## src/rtl/pl_tx_scheduler_pkg.sv

```systemverilog
// Shared PD protocol-layer constants for the TX scheduler.
//   - state_t        : scheduler FSM encoding
//   - PKT_*          : packet-type codes presented to the PHY
//   - RES_*          : msg_result codes reported with msg_done
//   - GNT_*          : bit positions inside the one-hot grant vector {hr,gcrc,msg}
//   - select_requester : fixed-priority arbitration helper
package pl_tx_scheduler_pkg;

    typedef enum logic [2:0] {
        ST_IDLE     = 3'd0,
        ST_START    = 3'd1,
        ST_WAIT_PHY = 3'd2,
        ST_WAIT_CRC = 3'd3,
        ST_FINISH   = 3'd4
    } state_t;

    // Packet-type codes (SOP flavours and reset signalling)
    localparam logic [2:0] PKT_SOP         = 3'b000;
    localparam logic [2:0] PKT_SOP_P       = 3'b001;
    localparam logic [2:0] PKT_SOP_PP      = 3'b010;
    localparam logic [2:0] PKT_SOP_DBG_P   = 3'b011;
    localparam logic [2:0] PKT_SOP_DBG_PP  = 3'b100;
    localparam logic [2:0] PKT_HARD_RESET  = 3'b101;
    localparam logic [2:0] PKT_CABLE_RESET = 3'b110;

    // Message transaction outcome codes
    localparam logic [1:0] RES_OK         = 2'b00;
    localparam logic [1:0] RES_RETRY_FAIL = 2'b01;
    localparam logic [1:0] RES_ABORTED    = 2'b10;
    localparam logic [1:0] RES_DISCARDED  = 2'b11;

    // Grant vector bit positions
    localparam int GNT_HR   = 2;
    localparam int GNT_GCRC = 1;
    localparam int GNT_MSG  = 0;

    // Fixed priority hr > gcrc > msg. While a packet is being received only
    // the hard/cable reset requester may start a transmission.
    function automatic logic [2:0] select_requester(input logic hr,
                                                    input logic gcrc,
                                                    input logic msg,
                                                    input logic rx_busy);
        logic [2:0] sel;
        sel = 3'b000;
        if (hr)
            sel = 3'b100;
        else if (!rx_busy && gcrc)
            sel = 3'b010;
        else if (!rx_busy && msg)
            sel = 3'b001;
        return sel;
    endfunction

endpackage

```

## src/rtl/pl_tx_scheduler_crc_timer.sv

```systemverilog
// pl_crc_receive_timer: CRCReceiveTimer for the TX scheduler.
// Ports:
//   clk, rst : clock and synchronous active-high reset
//   clear    : restart the count from zero (dominates enable)
//   enable   : count one step per cycle while high
//   expire   : high while the count sits at TIMEOUT_CYC-1
// The count saturates at TIMEOUT_CYC-1 so it can never wrap back into range.
module pl_crc_receive_timer #(
    parameter int CNT_W       = 12,
    parameter int TIMEOUT_CYC = 2400
) (
    input  logic clk,
    input  logic rst,
    input  logic clear,
    input  logic enable,
    output logic expire
);

    localparam logic [CNT_W-1:0] LAST = CNT_W'(TIMEOUT_CYC - 1);

    logic [CNT_W-1:0] count;

    always_ff @(posedge clk) begin
        if (rst || clear)
            count <= '0;
        else if (enable && (count != LAST))
            count <= count + CNT_W'(1);
    end

    assign expire = (count == LAST);

endmodule

```

## src/rtl/pl_tx_scheduler.sv

```systemverilog
// pl_tx_scheduler: arbitrates the PHY TX path between the hard/cable-reset,
// GoodCRC and normal-message requesters, runs the CRCReceiveTimer and the
// retry loop for normal messages.
// Ports:
//   clk, rst                  : clock, synchronous active-high reset
//   hr_req/hr_type/hr_done    : hard/cable reset requester (level req, done pulse)
//   gcrc_req/gcrc_type/gcrc_done : GoodCRC requester
//   msg_req/msg_type/msg_done/msg_result : message requester and its outcome
//   grant                     : one-hot PHY owner {hr,gcrc,msg}
//   pl2phy_tx_packet_en/type  : start pulse and packet type to the PHY
//   phy2pl_tx_packet_done/result : PHY completion pulse and sent/discarded flag
//   rx_goodcrc                : GoodCRC with matching MessageID received
//   rx_busy                   : receive in progress, blocks non-reset starts
module pl_tx_scheduler
    import pl_tx_scheduler_pkg::*;
#(
    parameter int N_RETRY         = 3,
    parameter int CRC_TIMEOUT_CYC = 2400,
    parameter int CNT_W           = 12
) (
    input  logic       clk,
    input  logic       rst,
    input  logic       hr_req,
    input  logic [2:0] hr_type,
    output logic       hr_done,
    input  logic       gcrc_req,
    input  logic [2:0] gcrc_type,
    output logic       gcrc_done,
    input  logic       msg_req,
    input  logic [2:0] msg_type,
    output logic       msg_done,
    output logic [1:0] msg_result,
    output logic [2:0] grant,
    output logic       pl2phy_tx_packet_en,
    output logic [2:0] pl2phy_tx_packet_type,
    input  logic       phy2pl_tx_packet_done,
    input  logic       phy2pl_tx_packet_result,
    input  logic       rx_goodcrc,
    input  logic       rx_busy
);

    localparam int RW = (N_RETRY < 1) ? 1 : $clog2(N_RETRY + 1);

    state_t      state;
    logic [RW-1:0] retry_cnt;
    logic [2:0]  sel;
    logic [2:0]  sel_type;
    logic        timer_clear;
    logic        timer_en;
    logic        timer_expire;

    assign sel = select_requester(hr_req, gcrc_req, msg_req, rx_busy);

    always_comb begin
        sel_type = 3'b000;
        case (sel)
            3'b100:  sel_type = hr_type;
            3'b010:  sel_type = gcrc_type;
            3'b001:  sel_type = msg_type;
            default: sel_type = 3'b000;
        endcase
    end

    // The timer restarts on the same edge that moves a sent message into
    // WAIT_CRC, so its first WAIT_CRC cycle reads zero.
    assign timer_clear = (state == ST_WAIT_PHY) && phy2pl_tx_packet_done &&
                         grant[GNT_MSG] && phy2pl_tx_packet_result;
    assign timer_en    = (state == ST_WAIT_CRC);

    pl_crc_receive_timer #(
        .CNT_W       (CNT_W),
        .TIMEOUT_CYC (CRC_TIMEOUT_CYC)
    ) u_crc_timer (
        .clk    (clk),
        .rst    (rst),
        .clear  (timer_clear),
        .enable (timer_en),
        .expire (timer_expire)
    );

    always_ff @(posedge clk) begin
        if (rst) begin
            state                 <= ST_IDLE;
            grant                 <= 3'b000;
            hr_done               <= 1'b0;
            gcrc_done             <= 1'b0;
            msg_done              <= 1'b0;
            msg_result            <= RES_OK;
            pl2phy_tx_packet_en   <= 1'b0;
            pl2phy_tx_packet_type <= 3'b000;
            retry_cnt             <= '0;
        end else begin
            // Pulses default low; each is raised for exactly one cycle.
            hr_done             <= 1'b0;
            gcrc_done           <= 1'b0;
            msg_done            <= 1'b0;
            pl2phy_tx_packet_en <= 1'b0;

            case (state)
                ST_IDLE: begin
                    if (sel != 3'b000) begin
                        grant                 <= sel;
                        pl2phy_tx_packet_type <= sel_type;
                        state                 <= ST_START;
                    end
                end

                ST_START: begin
                    pl2phy_tx_packet_en <= 1'b1;
                    state               <= ST_WAIT_PHY;
                end

                // Grant and type stay frozen here; a late hr_req waits.
                ST_WAIT_PHY: begin
                    if (phy2pl_tx_packet_done) begin
                        if (grant[GNT_MSG]) begin
                            if (phy2pl_tx_packet_result) begin
                                state <= ST_WAIT_CRC;
                            end else begin
                                msg_done   <= 1'b1;
                                msg_result <= RES_DISCARDED;
                                state      <= ST_FINISH;
                            end
                        end else begin
                            hr_done   <= grant[GNT_HR];
                            gcrc_done <= grant[GNT_GCRC];
                            state     <= ST_FINISH;
                        end
                    end
                end

                // A matching GoodCRC outranks both an abort and a timeout
                // arriving in the same cycle: the message did get through.
                ST_WAIT_CRC: begin
                    if (rx_goodcrc) begin
                        msg_done   <= 1'b1;
                        msg_result <= RES_OK;
                        state      <= ST_FINISH;
                    end else if (hr_req) begin
                        msg_done   <= 1'b1;
                        msg_result <= RES_ABORTED;
                        state      <= ST_FINISH;
                    end else if (timer_expire) begin
                        if (retry_cnt < RW'(N_RETRY)) begin
                            retry_cnt <= retry_cnt + RW'(1);
                            state     <= ST_START;
                        end else begin
                            msg_done   <= 1'b1;
                            msg_result <= RES_RETRY_FAIL;
                            state      <= ST_FINISH;
                        end
                    end
                end

                ST_FINISH: begin
                    grant     <= 3'b000;
                    retry_cnt <= '0;
                    state     <= ST_IDLE;
                end

                default: begin
                    grant <= 3'b000;
                    state <= ST_IDLE;
                end
            endcase
        end
    end

endmodule
```

## config.mk

```make
export PLATFORM = sky130hd
export DESIGN_NAME = pl_tx_scheduler
export DESIGN_NICKNAME = d
export VERILOG_FILES = /design/src/rtl/pl_tx_scheduler_pkg.sv /design/src/rtl/pl_tx_scheduler_crc_timer.sv /design/src/rtl/pl_tx_scheduler.sv
export SDC_FILE = /design/constraint.sdc
export NUM_CORES = 1
export LEC_CHECK = 0
export ABC_AREA = 1
export BUFFER_PORTS_ARGS = -buffer_cell sky130_fd_sc_hd__buf_2
export CORE_MARGIN = 8
export CORE_UTILIZATION = 45
export DETAILED_ROUTE_END_ITERATION = 10
export PLACE_DENSITY_LB_ADDON = 0.15
export SYNTH_ARGS = -nofsm -noshare
export SYNTH_HDL_FRONTEND = slang
export SYNTH_SLANG_ARGS = --single-unit
```

## constraint.sdc

```tcl
create_clock -name clk -period 3 [get_ports clk]
set_input_delay 0.3 -clock clk [delete_from_list [all_inputs] [get_ports clk]]
set_output_delay 0.3 -clock clk [all_outputs]
set_load 0.01 [all_outputs]
```

==> impl_results.md, run 1 <==
* Post-layout min period at 1.64 ns
* Pwr Density at 573 mW/mm²
* 1st-iter DRT viols at 90
* Worst-margin pin slew at about 0.58 ns
* Router iterations before antenna repair at 4
* Class of the most critical setup path: flip-flop to flip-flop
* Hold path cells at 5
* Min-delay worst type: input pin to flip-flop
* Largest cells by area after synthesis: dfxtp_1, nand2_1, nor2_1
* Clock tree from TritonCTS: yes
* CP Capture Type: flip-flop
* Max-slew violations at 0
* Vias/cell at between 4 and 5
* Final setup violation count at 0
* Num CTS Buffers at 5
* R2R depth at 8
* Die area at around 0.0060 mm²
* GR Util met3 at 0.0524
* Post-Place Setup Slack at roughly 1.4 ns
* GR Util met2 at 0.249
* Clk buf depth at 2
* Drt total wl at between 3 and 4 mm
* Yosys top cell by area: dfxtp_1
* Worst-skew pair later-pin latency at 0.28 ns
* Post-Syn Area at approximately 0.0017 mm²
* Initial Util at 0.464
* Commonest cells in the netlist: nand2_1, nor2_1, dfxtp_1
* DR vias at between 1,500 and 2,000
* Top FF cell, synth: dfxtp_1
* Grt ovf at 0
* Status: completed
* Cells after Synth at between 200 and 300
* H-tree depth at 2
* DRC viols at 0
* Synth warn at 0
* P&R area growth vs syn at 15.3%
* Routability cong. at between 0.8 and 0.9
* Library cells used by synthesis at 26
* # IOs at 30
* Final Hold Vio Count at 0
* Syn_area_per_cell at ~6.3 µm²
* Fmax achieved at just over 600 MHz
* Final #Nets at ~320
* Synth Register Bits at 29
* Slew headroom at 0.614
* Sink Count at 29
* Maximum VDD drop at roughly 0.00047 V
* TNS Setup at 0 ns
* Clk pin slew, worst setup/hold paths at about 0.06 ns
* Root buf cell: clkbuf_8
* Post CTS Setup Buffer Count at 0
* Worst Setup Start Kind: flip-flop
* EDFF count, synth at 0
* Period utilisation layout at 0.547
* Worst setup margin at approximately 1.4 ns
* Port bufs at 29
* Met1 usage at 0.152
* Busiest layer in global routing: met2
* Tot Pwr at about 1.1 mW
* Post-CTS Resized at 0
* Final antenna-violating net count at 0
* RSZ-0062 raised after global routing: false
* Die H at a little under 80 µm
* Vias in the first global route at 1,736
* Hold Buf Count CTS at 0
* Diode count at 0
* CP required at roughly 3.2 ns
* Most common cell in the netlist: nand2_1
* Die X at between 70 and 80 µm
* Layout cells sized above 1 at 0.163
* Fin util at 0.535
* First-pass GRT wire length at about 7.2 mm
* Max_cap viols at 0
* Number of core rows at 22
* Initial antenna violation count at 0
* CORE AREA at 0.00363 mm²
* Total Routing Usage GR at 0.144
* CP max FO at 16
* Fraction of registers with async set/reset at 0
* Largest net degree at the start of global routing at 17
* Mapped Nets at around 290
* WL per Instance at about 11 µm
* Worst EP arrival at 1.82 ns
* Post-DP HPWL at 3.02 mm
* WHS at 0.329 ns
* Leakage at 0.866 nW
* Share of the synthesized area in the top cell type at 0.344
* Register area share after synthesis at 0.344
* Max Clock Skew at roughly 0.0042 ns
==> report_power, final <==
part	switching, mW	internal (mW)	leakage (nW)
registers	0.0391	0.439	0.236
logic	0.213	0.121	0.591
clock network	0.138	0.164	0.0395
total	0.391	0.724	0.866
==> sequential cells by signal, summed over array words and instances, names as in the netlist <==
register               flops
msg_done                   1
grant                      3
u_crc_timer.count         12
msg_result                 2
state                      3
retry_cnt                  2
pl2phy_tx_packet_type      3
gcrc_done                  1
pl2phy_tx_packet_en        1
hr_done                    1
==> cell type report <==
type	count	area, µm²
Inverter	29	109
Multi-Input combinational cell	205	970
Clock buffer	8	80.1
Fill cell	423	1690
Timing Repair Buffer	29	145
Sequential cell	29	581
Tap cell	48	60.1
==> path summary, 6_finish.rpt <==
kind / from / end / slack, ns
setup / recovery: u_crc_timer.count[0]$_SDFFE_PP0N_ / retry_cnt[1]$_SDFFE_PP0P_ / 1.36
hold / removal: msg_type[1] / pl2phy_tx_packet_type[1]$_SDFFE_PP0P_ / 0.33
setup reg to reg: u_crc_timer.count[0]$_SDFFE_PP0N_ / retry_cnt[1]$_SDFFE_PP0P_ / 1.36
hold reg to reg: grant[1]$_SDFFE_PP0P_ / gcrc_done$_SDFF_PP0_ / 0.44
==> critical path: stages (launching register included) <==
cell and delay, ns:
dfxtp_1 0.44, ha_1 0.34, nand3_2 0.14, clkinv_1 0.13, nand3_4 0.11, nand2_4 0.18
nand3_1 0.09, nand2_1 0.07, nor2_1 0.04
==> routing by layer <==
metal	share of wire	up-vias
met5	0	-
met4	0.021	0
met3	0.053	7
met2	0.47	32
met1	0.46	732
li1	-	908
==> cell families (layout without fill, tap and decap cells) <==
logic type | count (synthesis) | after routing | share of synthesized area
adder cells (fa/ha/maj) | 2 | 2 | 0.0148
flip-flops | 29 | 29 | 0.344
AO/OA/AOI/OAI | 27 | 27 | 0.101
AND/OR/NAND/NOR | 173 | 173 | 0.444
XOR/XNOR | 3 | 3 | 0.0156
buffers and inverters | 33 | 66 | 0.0809
==> stage by stage <==
step	instance area, µm²	std cells
4_1_cts	1940	348
3_3_place_gp	1860	340
2_1_floorplan	1690	267
5_1_grt	1940	348
6_report	1940	348
3_5_place_dp	1860	340
==> cells in the final DEF, fill, tap and decap left out <==
| master | count |
|---|---|
| nor2_4 | 1 |
| o21ai_0 | 4 |
| nand4_1 | 4 |
| nor3b_1 | 1 |
| inv_2 | 1 |
| nand2_4 | 1 |
| inv_1 | 27 |
| clkbuf_1 | 3 |
| nand3_2 | 2 |
| nor2_1 | 44 |
| nand2_1 | 92 |
| o22ai_1 | 1 |
| nand3_4 | 1 |
| a21oi_1 | 13 |
| xor2_1 | 2 |
| nand3_1 | 20 |
| dfxtp_1 | 29 |
| ha_1 | 2 |
| nor3_1 | 3 |
| nand3b_1 | 4 |
| buf_2 | 29 |
| clkinv_1 | 1 |
| clkbuf_8 | 5 |
| a21oi_2 | 9 |
| xnor2_1 | 1 |
(Power assumes the default switching activity.)
==> inputs of run 2 (changes only) <==
- clock period: 3 -> 1.35 ns (I/O delays scaled with it)
==> impl_results.md, run 2 (same netlist as run 1, synthesis figures left out) <==
* H-tree depth at 2 (unchanged)
* Switching pwr at 945 µW (+140%)
* Min-delay worst type: input pin to flip-flop
* Worst Setup Start Kind: flip-flop
* Max stage delay on crit path at 0.34 ns (-0.10 ns)
* Worst EP arrival at 1.51 ns (-0.31 ns)
* Status: completed
* Worst-skew pair later-pin latency at 0.28 ns (about the same)
* Clock power frac at 0.289 (+0.018)
* Largest net degree at the start of global routing at 17 (unchanged)
* Slew headroom at 0.717 (+0.103)
* Max Clock Skew at 0.00516 ns (+0.000967 ns)
* Sink Count at 29 (unchanged)
* CP Capture Type: flip-flop
* Hold path cells at 5 (unchanged)
* Max FFs per register at 12 (unchanged)
* Most frequent cells in the layout: nand2_1, nor2_1, buf_2
* DR vias at 1,778 (+5.9%)
* Class of the most critical setup path: flip-flop to flip-flop
* CP max FO at 10 (-6)
* Worst R2R Setup Slack at 0.05 ns (-1.30 ns)
* Total Routing Usage GR at 0.146 (+0.00196)
* Fin cells at 364 (+4.6%)
* Most common cell after layout, fill and taps aside: nand2_1
* Drt total wl at 4.13 mm (+5.7%)
* Root buf cell: clkbuf_8
* Max_cap viols at 0 (unchanged)
* Number of core rows at 22 (unchanged)
* Slowest-stage cell, CP: dfxtp_2
* Critical Path Stages at 6 (-2)
* Post-Place Setup Slack at -0.0481 ns (-1.41 ns)
* Worst setup margin at 0.0537 ns (-1.30 ns)
* Final Cell Area at 0.00220 mm² (+13%)
* Max-slew violations at 0 (unchanged)
* DP Cell Count at 354 (+4.1%)
* Fmax achieved at 771 MHz (+27%)
* First-pass GRT wire length at 7.22 mm (unchanged)
* Post-layout min period at 1.30 ns (-0.345 ns)
* Worst-margin pin slew at 0.423 ns (-0.154 ns)
* Final #Nets at 335 (+5.0%)
* Final setup violation count at 0 (unchanged)
* Register share of total power at 0.395 (-0.034)
* Router iterations before antenna repair at 4 (unchanged)
* Die X at 77.2 µm (unchanged)
* P&R area growth vs syn at 30.7%
* Die H at 77.2 µm (unchanged)
* Vias in the first global route at 1,740 (+0.23%)
* Period utilisation layout at 0.960 (+0.413)
* # IOs at 30 (unchanged)
* Clock tree from TritonCTS: yes
* Die area at 0.00596 mm² (unchanged)
* Leakage at 0.977 nW (+13%)
* Grt ovf at 0 (unchanged)
* Final Hold Vio Count at 0 (unchanged)
* CP required at 1.56 ns (-1.62 ns)
* 1st-iter DRT viols at 105 (+17%)
* Pwr Density at 1230 mW/mm² (+120%)
* Port bufs at 29 (unchanged)
* Clk buf depth at 2 (unchanged)
* CP cell instances: ha_4, nand3_4, nor2_1, a21oi_4, nand2_1, a21oi_2
* Final antenna-violating net count at 0 (unchanged)
* DRC viols at 0 (unchanged)
* Layout cells sized above 1 at 0.301 (+0.137)
* Vias/cell at 4.88 (+1.2%)
* RSZ-0062 raised after global routing: true
* Hold Buf Count CTS at 0 (unchanged)
* Num CTS Buffers at 5 (unchanged)
* Switching part of the total at 0.347 (-0.00313)
* CP bufs+invs at 0 (-1)
* Post-place instance area at 0.00200 mm² (+7.0%)
* Diode count at 0 (unchanged)
* WL per Instance at 11.3 µm (+1.1%)
* Routability cong. at 0.800 (-3.8%)
* Clk pin slew, worst setup/hold paths at 0.06 ns (about the same)
* Comb pwr share at 0.315 (+0.016)
* Initial antenna violation count at 0 (unchanged)
* CORE AREA at 0.00363 mm² (unchanged)
* WHS at 0.166 ns (-0.163 ns)
* R2R depth at 6 (-2)
* Maximum VDD drop at 0.000773 V (+64%)
* Top Family by Delay on Critical Path: compound AO/OA/AOI/OAI gates
* Largest Register: u_crc_timer.count
* Post-DP HPWL at 3.06 mm (+1.3%)
* Initial Util at 0.464 (unchanged)
* Internal power at 1.78 mW (+150%)
[run 2: cell types whose count changed in the layout (fill, tap and decap cells not counted), sizes merged]
cell | previous run | this run
buf | 29 | 44
clkbuf | 8 | 7
nand2 | 93 | 94
inv | 28 | 29
[run 2: worst reg2reg max path, delay by kind of cell, from the launching register on]
| kind | cells | cell delay (ns) |
|---|---|---|
| DFF | 1 | 0.34 |
| and+or+nand+nor | 3 | 0.31 |
| adders and majority gates | 1 | 0.17 |
| AOI/OAI and AO/OA | 2 | 0.43 |
[run 2: layout make-up]
class	count	area, µm²
clock buffer	7	96.3
clock inverter	1	5.00
sequential	29	598
timing repair buffer	44	270
multi-input combinational	206	1060
inverter	29	111
fill	385	1430
tap	48	60.1
[run 2: layer usage]
metal	share of wire	track usage	vias up
li1	-	-	946
met2	0.50	0.256	39
met4	0.015	0.0604	0
met5	0	0	-
met3	0.059	0.0559	7
met1	0.43	0.151	786
[run 2: timing repair]
action	CTS	global route
setup endpoints to repair	12	25
gates cloned	0	1
buffers inserted	0	1
gates resized for setup	4	29
pin swaps	0	4
[run 2: power groups by stage]
stage	combinational [mW]	sequential (mW)	clock (mW)
final	0.858	1.08	0.788
after global routing	1.00	1.10	0.842
after CTS	0.825	1.06	0.811
after detailed placement	0.802	1.08	0
after global placement	0.803	1.08	0
after floorplan	0.527	1.11	0
[run 2: stage by stage]
step / util / setup TNS, ns / total power [mW]
after floorplan: - / 0 / 1.63
after global routing: 0.607 / -0.0782 / 2.94
final: 0.607 / 0 / 2.72
after global placement: 0.549 / -0.00794 / 1.88
after CTS: 0.582 / 0 / 2.70
after detailed placement: 0.549 / -0.329 / 1.88
[run 2: worst paths after layout]
kind,endpoint,startpoint
max,u_crc_timer.count[4]$_SDFFE_PP0N_,u_crc_timer.count[1]$_SDFFE_PP0N_
min,pl2phy_tx_packet_type[1]$_SDFFE_PP0P_,msg_type[1]
max reg2reg,u_crc_timer.count[4]$_SDFFE_PP0N_,u_crc_timer.count[1]$_SDFFE_PP0N_
min reg2reg,hr_done$_SDFF_PP0_,grant[2]$_SDFFE_PP0P_
==> inputs of run 3 (changes only) <==
- ABC_AREA: 1 -> unset
==> impl_results.md, run 3 <==
* Status: complete, but fails checks
* Failing checks: negative setup slack
* Final #Nets at 259 (-23%)
* Fraction of registers with async set/reset at 0 (unchanged)
* Worst setup margin at -0.0794 ns (-0.133 ns)
* Num CTS Buffers at 5 (unchanged)
* M1 wire length at 1.84 mm (+4.7%)
* Die X at 74.1 µm (-4.0%)
* Routed wl met3 at 287 µm (+19%)
* Max FFs per register at 12 (unchanged)
* Worst-margin pin slew at 0.443 ns (+0.0196 ns)
* 1st-iter DRT viols at 94 (-10%)
* Library cells used by synthesis at 50 (+92%)
* Fin cells at 286 (-21%)
* Switching part of the total at 0.297 (-0.0506)
* Die H at 74.1 µm (-4.0%)
* Number of core rows at 21 (-4.5%)
* Slew headroom at 0.705 (-0.0125)
* Period utilisation layout at 1.06 (+0.0987)
* H-tree depth at 2 (unchanged)
* Drt total wl at 4.34 mm (+5.1%)
* Most common cell after layout, fill and taps aside: buf_4
* CORE AREA at 0.00328 mm² (-9.6%)
* Vias in the first global route at 1,582 (-9.1%)
* Sink Count at 29 (unchanged)
* CP required at 1.58 ns (+0.02 ns)
* Die area at 0.00550 mm² (-7.8%)
* CP cell instances: ha_4, and3_4, and2_4, a31oi_4, mux2_4
* Comb pwr share at 0.301 (-0.014)
* Initial antenna violation count at 0 (unchanged)
* Fillers at 257 (-33%)
* Share of the synthesized area in the top cell type at 0.382 (+0.0374)
* Post-Syn Area at 0.00152 mm² (-9.8%)
* Max_cap viols at 0 (unchanged)
* Total Routing Usage GR at 0.167 (+0.0214)
* CP Capture Type: flip-flop
* Synth Register Bits at 29 (unchanged)
* Routability cong. at 0.866 (+8.3%)
* Class of the most critical setup path: flip-flop to flip-flop
* Fmax achieved at 700 MHz (-9.3%)
* Commonest cells in the netlist: dfxtp_1, nand2_1, a21oi_1
* Register area share after synthesis at 0.382 (+0.0374)
* Vias/cell at 5.52 (+13%)
* Post-layout min period at 1.43 ns (+0.133 ns)
* EDFF count, synth at 0 (unchanged)
* Max-slew violations at 0 (unchanged)
* Clock tree from TritonCTS: yes
* Internal power at 1.78 mW (about the same)
* Met2 WL at 2.15 mm (+4.2%)
* RSZ-0062 raised after global routing: true
* Layout cells sized above 1 at 0.525 (+0.224)
* Yosys top cell by area: dfxtp_1
* DR vias at 1,580 (-11%)
* Cells after Synth at 167 (-37%)
* DRC viols at 0 (unchanged)
* Initial Util at 0.463 (-0.000949)
* Pwr Density at 1090 mW/mm² (-12%)
* Clock power frac at 0.300 (+0.011)
* Post-DP HPWL at 3.34 mm (+9.2%)
* Leakage at 1.03 nW (+5.3%)
* Largest cells by area after synthesis: dfxtp_1, a211o_1, nand2_1
* Grt ovf at 0 (unchanged)
* Fin util at 0.708 (+0.101)
* TNS Setup at -0.269 ns (-0.269 ns)
* Router iterations before antenna repair at 4 (unchanged)
* Syn_area_per_cell at 9.11 µm² (+44%)
* # IOs at 30 (unchanged)
* Synth warn at 0 (unchanged)
* Top FF cell, synth: dfxtp_1
* Min-delay worst type: input pin to flip-flop
* Port bufs at 29 (unchanged)
* P&R area growth vs syn at 52.8%
* Slowest-stage cell, CP: dfxtp_2
* Most frequent cells in the layout: buf_4, buf_2, dfxtp_1
* Most common cell in the netlist: dfxtp_1
* Max stage delay on crit path at 0.35 ns (about the same)
* WHS at 0.139 ns (-0.0271 ns)
* Maximum VDD drop at 0.000738 V (-4.5%)
* Switching pwr at 750 µW (-21%)
* Clk pin slew, worst setup/hold paths at 0.10 ns (+0.04 ns)
* Mapped Nets at 187 (-35%)
* Hold Buf Count CTS at 0 (unchanged)
* Final setup violation count at 7 (+7)
* Post-Place Setup Slack at -0.0946 ns (-0.0465 ns)
* Max Clock Skew at 0.0163 ns (+0.0112 ns)
* Root buf cell: clkbuf_4
* Final Hold Vio Count at 0 (unchanged)
* Worst EP arrival at 1.66 ns (+0.15 ns)
* Clk buf depth at 2 (unchanged)
* Register share of total power at 0.399 (+0.004)
* WL per Instance at 15.2 µm (+34%)
* CP max FO at 4 (-6)
* Worst-skew pair later-pin latency at 0.33 ns (+0.05 ns)
* DP Cell Count at 275 (-22%)
* Largest net degree at the start of global routing at 14 (-3)
* Top Layer Used: met4
* Largest Register: u_crc_timer.count
* Final antenna-violating net count at 0 (unchanged)
* First-pass GRT wire length at 7.11 mm (-1.4%)
* Worst Setup Start Kind: flip-flop
* Diode count at 0 (unchanged)
==> run 3: per-layer routing <==
metal  vias to the layer above  GRT usage
li1                        765          -
met1                       757      0.198
met2                        51      0.270
met3                         7     0.0566
met4                         0     0.0687
met5                         -          0
==> run 3: what timing repair did <==
item | CTS | global route
gates resized for setup | 23 | 19
pin swaps | 8 | 10
endpoints found under the setup margin | 15 | 19
buffers inserted | 1 | 2
==> run 3: stage by stage <==
step,instance area (µm²),power (mW)
4_1_cts,2240,2.46
3_5_place_dp,2050,1.65
2_1_floorplan,1590,1.39
6_report,2320,2.53
3_3_place_gp,2050,1.63
5_1_grt,2320,2.64
==> run 3: cell type report <==
type	count	area, µm²	area share
clock inverter	1	30.0	0.0129
sequential	29	602	0.259
timing repair buffer	73	509	0.219
inverter	8	30.0	0.0129
multi-input combinational	122	1040	0.448
clock buffer	7	55.1	0.0237
tap	46	57.6	0.0248
==> run 3: worst max-delay path: cells and delay by family, from the launching register on <==
kind | cells | cell delay [ns]
AND/OR/NAND/NOR | 2 | 0.36
flip-flops | 1 | 0.35
multiplexers | 1 | 0.31
adder cells (fa/ha/maj) | 1 | 0.16
AO/OA/AOI/OAI | 1 | 0.15
==> run 3: logic make-up after synthesis <==
| kind of cell | count (synthesis) | synth area share |
|---|---|---|
| simple gates | 68 | 0.280 |
| compound gates | 45 | 0.225 |
| flops | 29 | 0.382 |
| buf+inv | 16 | 0.0502 |
| mux | 6 | 0.0411 |
| fa+ha+maj | 2 | 0.0164 |
| xor+xnor | 1 | 0.00576 |
==> run 3: power by group through the flow <==
stage | Sequential [mW] | Clock [mW] | Combinational (mW)
global placement | 1.00 | 0 | 0.627
CTS | 1.00 | 0.768 | 0.693
finish | 1.01 | 0.759 | 0.760
global route | 1.02 | 0.807 | 0.818
detailed placement | 1.01 | 0 | 0.637
floorplan | 0.992 | 0 | 0.401
==> run 3: worst paths after layout <==
check	from	end	slack, ns	depth (start not counted)
setup / recovery	u_crc_timer.count[1]$_SDFFE_PP0N_	msg_result[1]$_SDFFE_PP0P_	-0.08	5
hold / removal	rst	msg_result[0]$_SDFFE_PP0P_	0.14	2
hold reg to reg	msg_result[0]$_SDFFE_PP0P_	msg_result[0]$_SDFFE_PP0P_	0.48	2
setup reg to reg	u_crc_timer.count[1]$_SDFFE_PP0N_	msg_result[1]$_SDFFE_PP0P_	-0.08	5
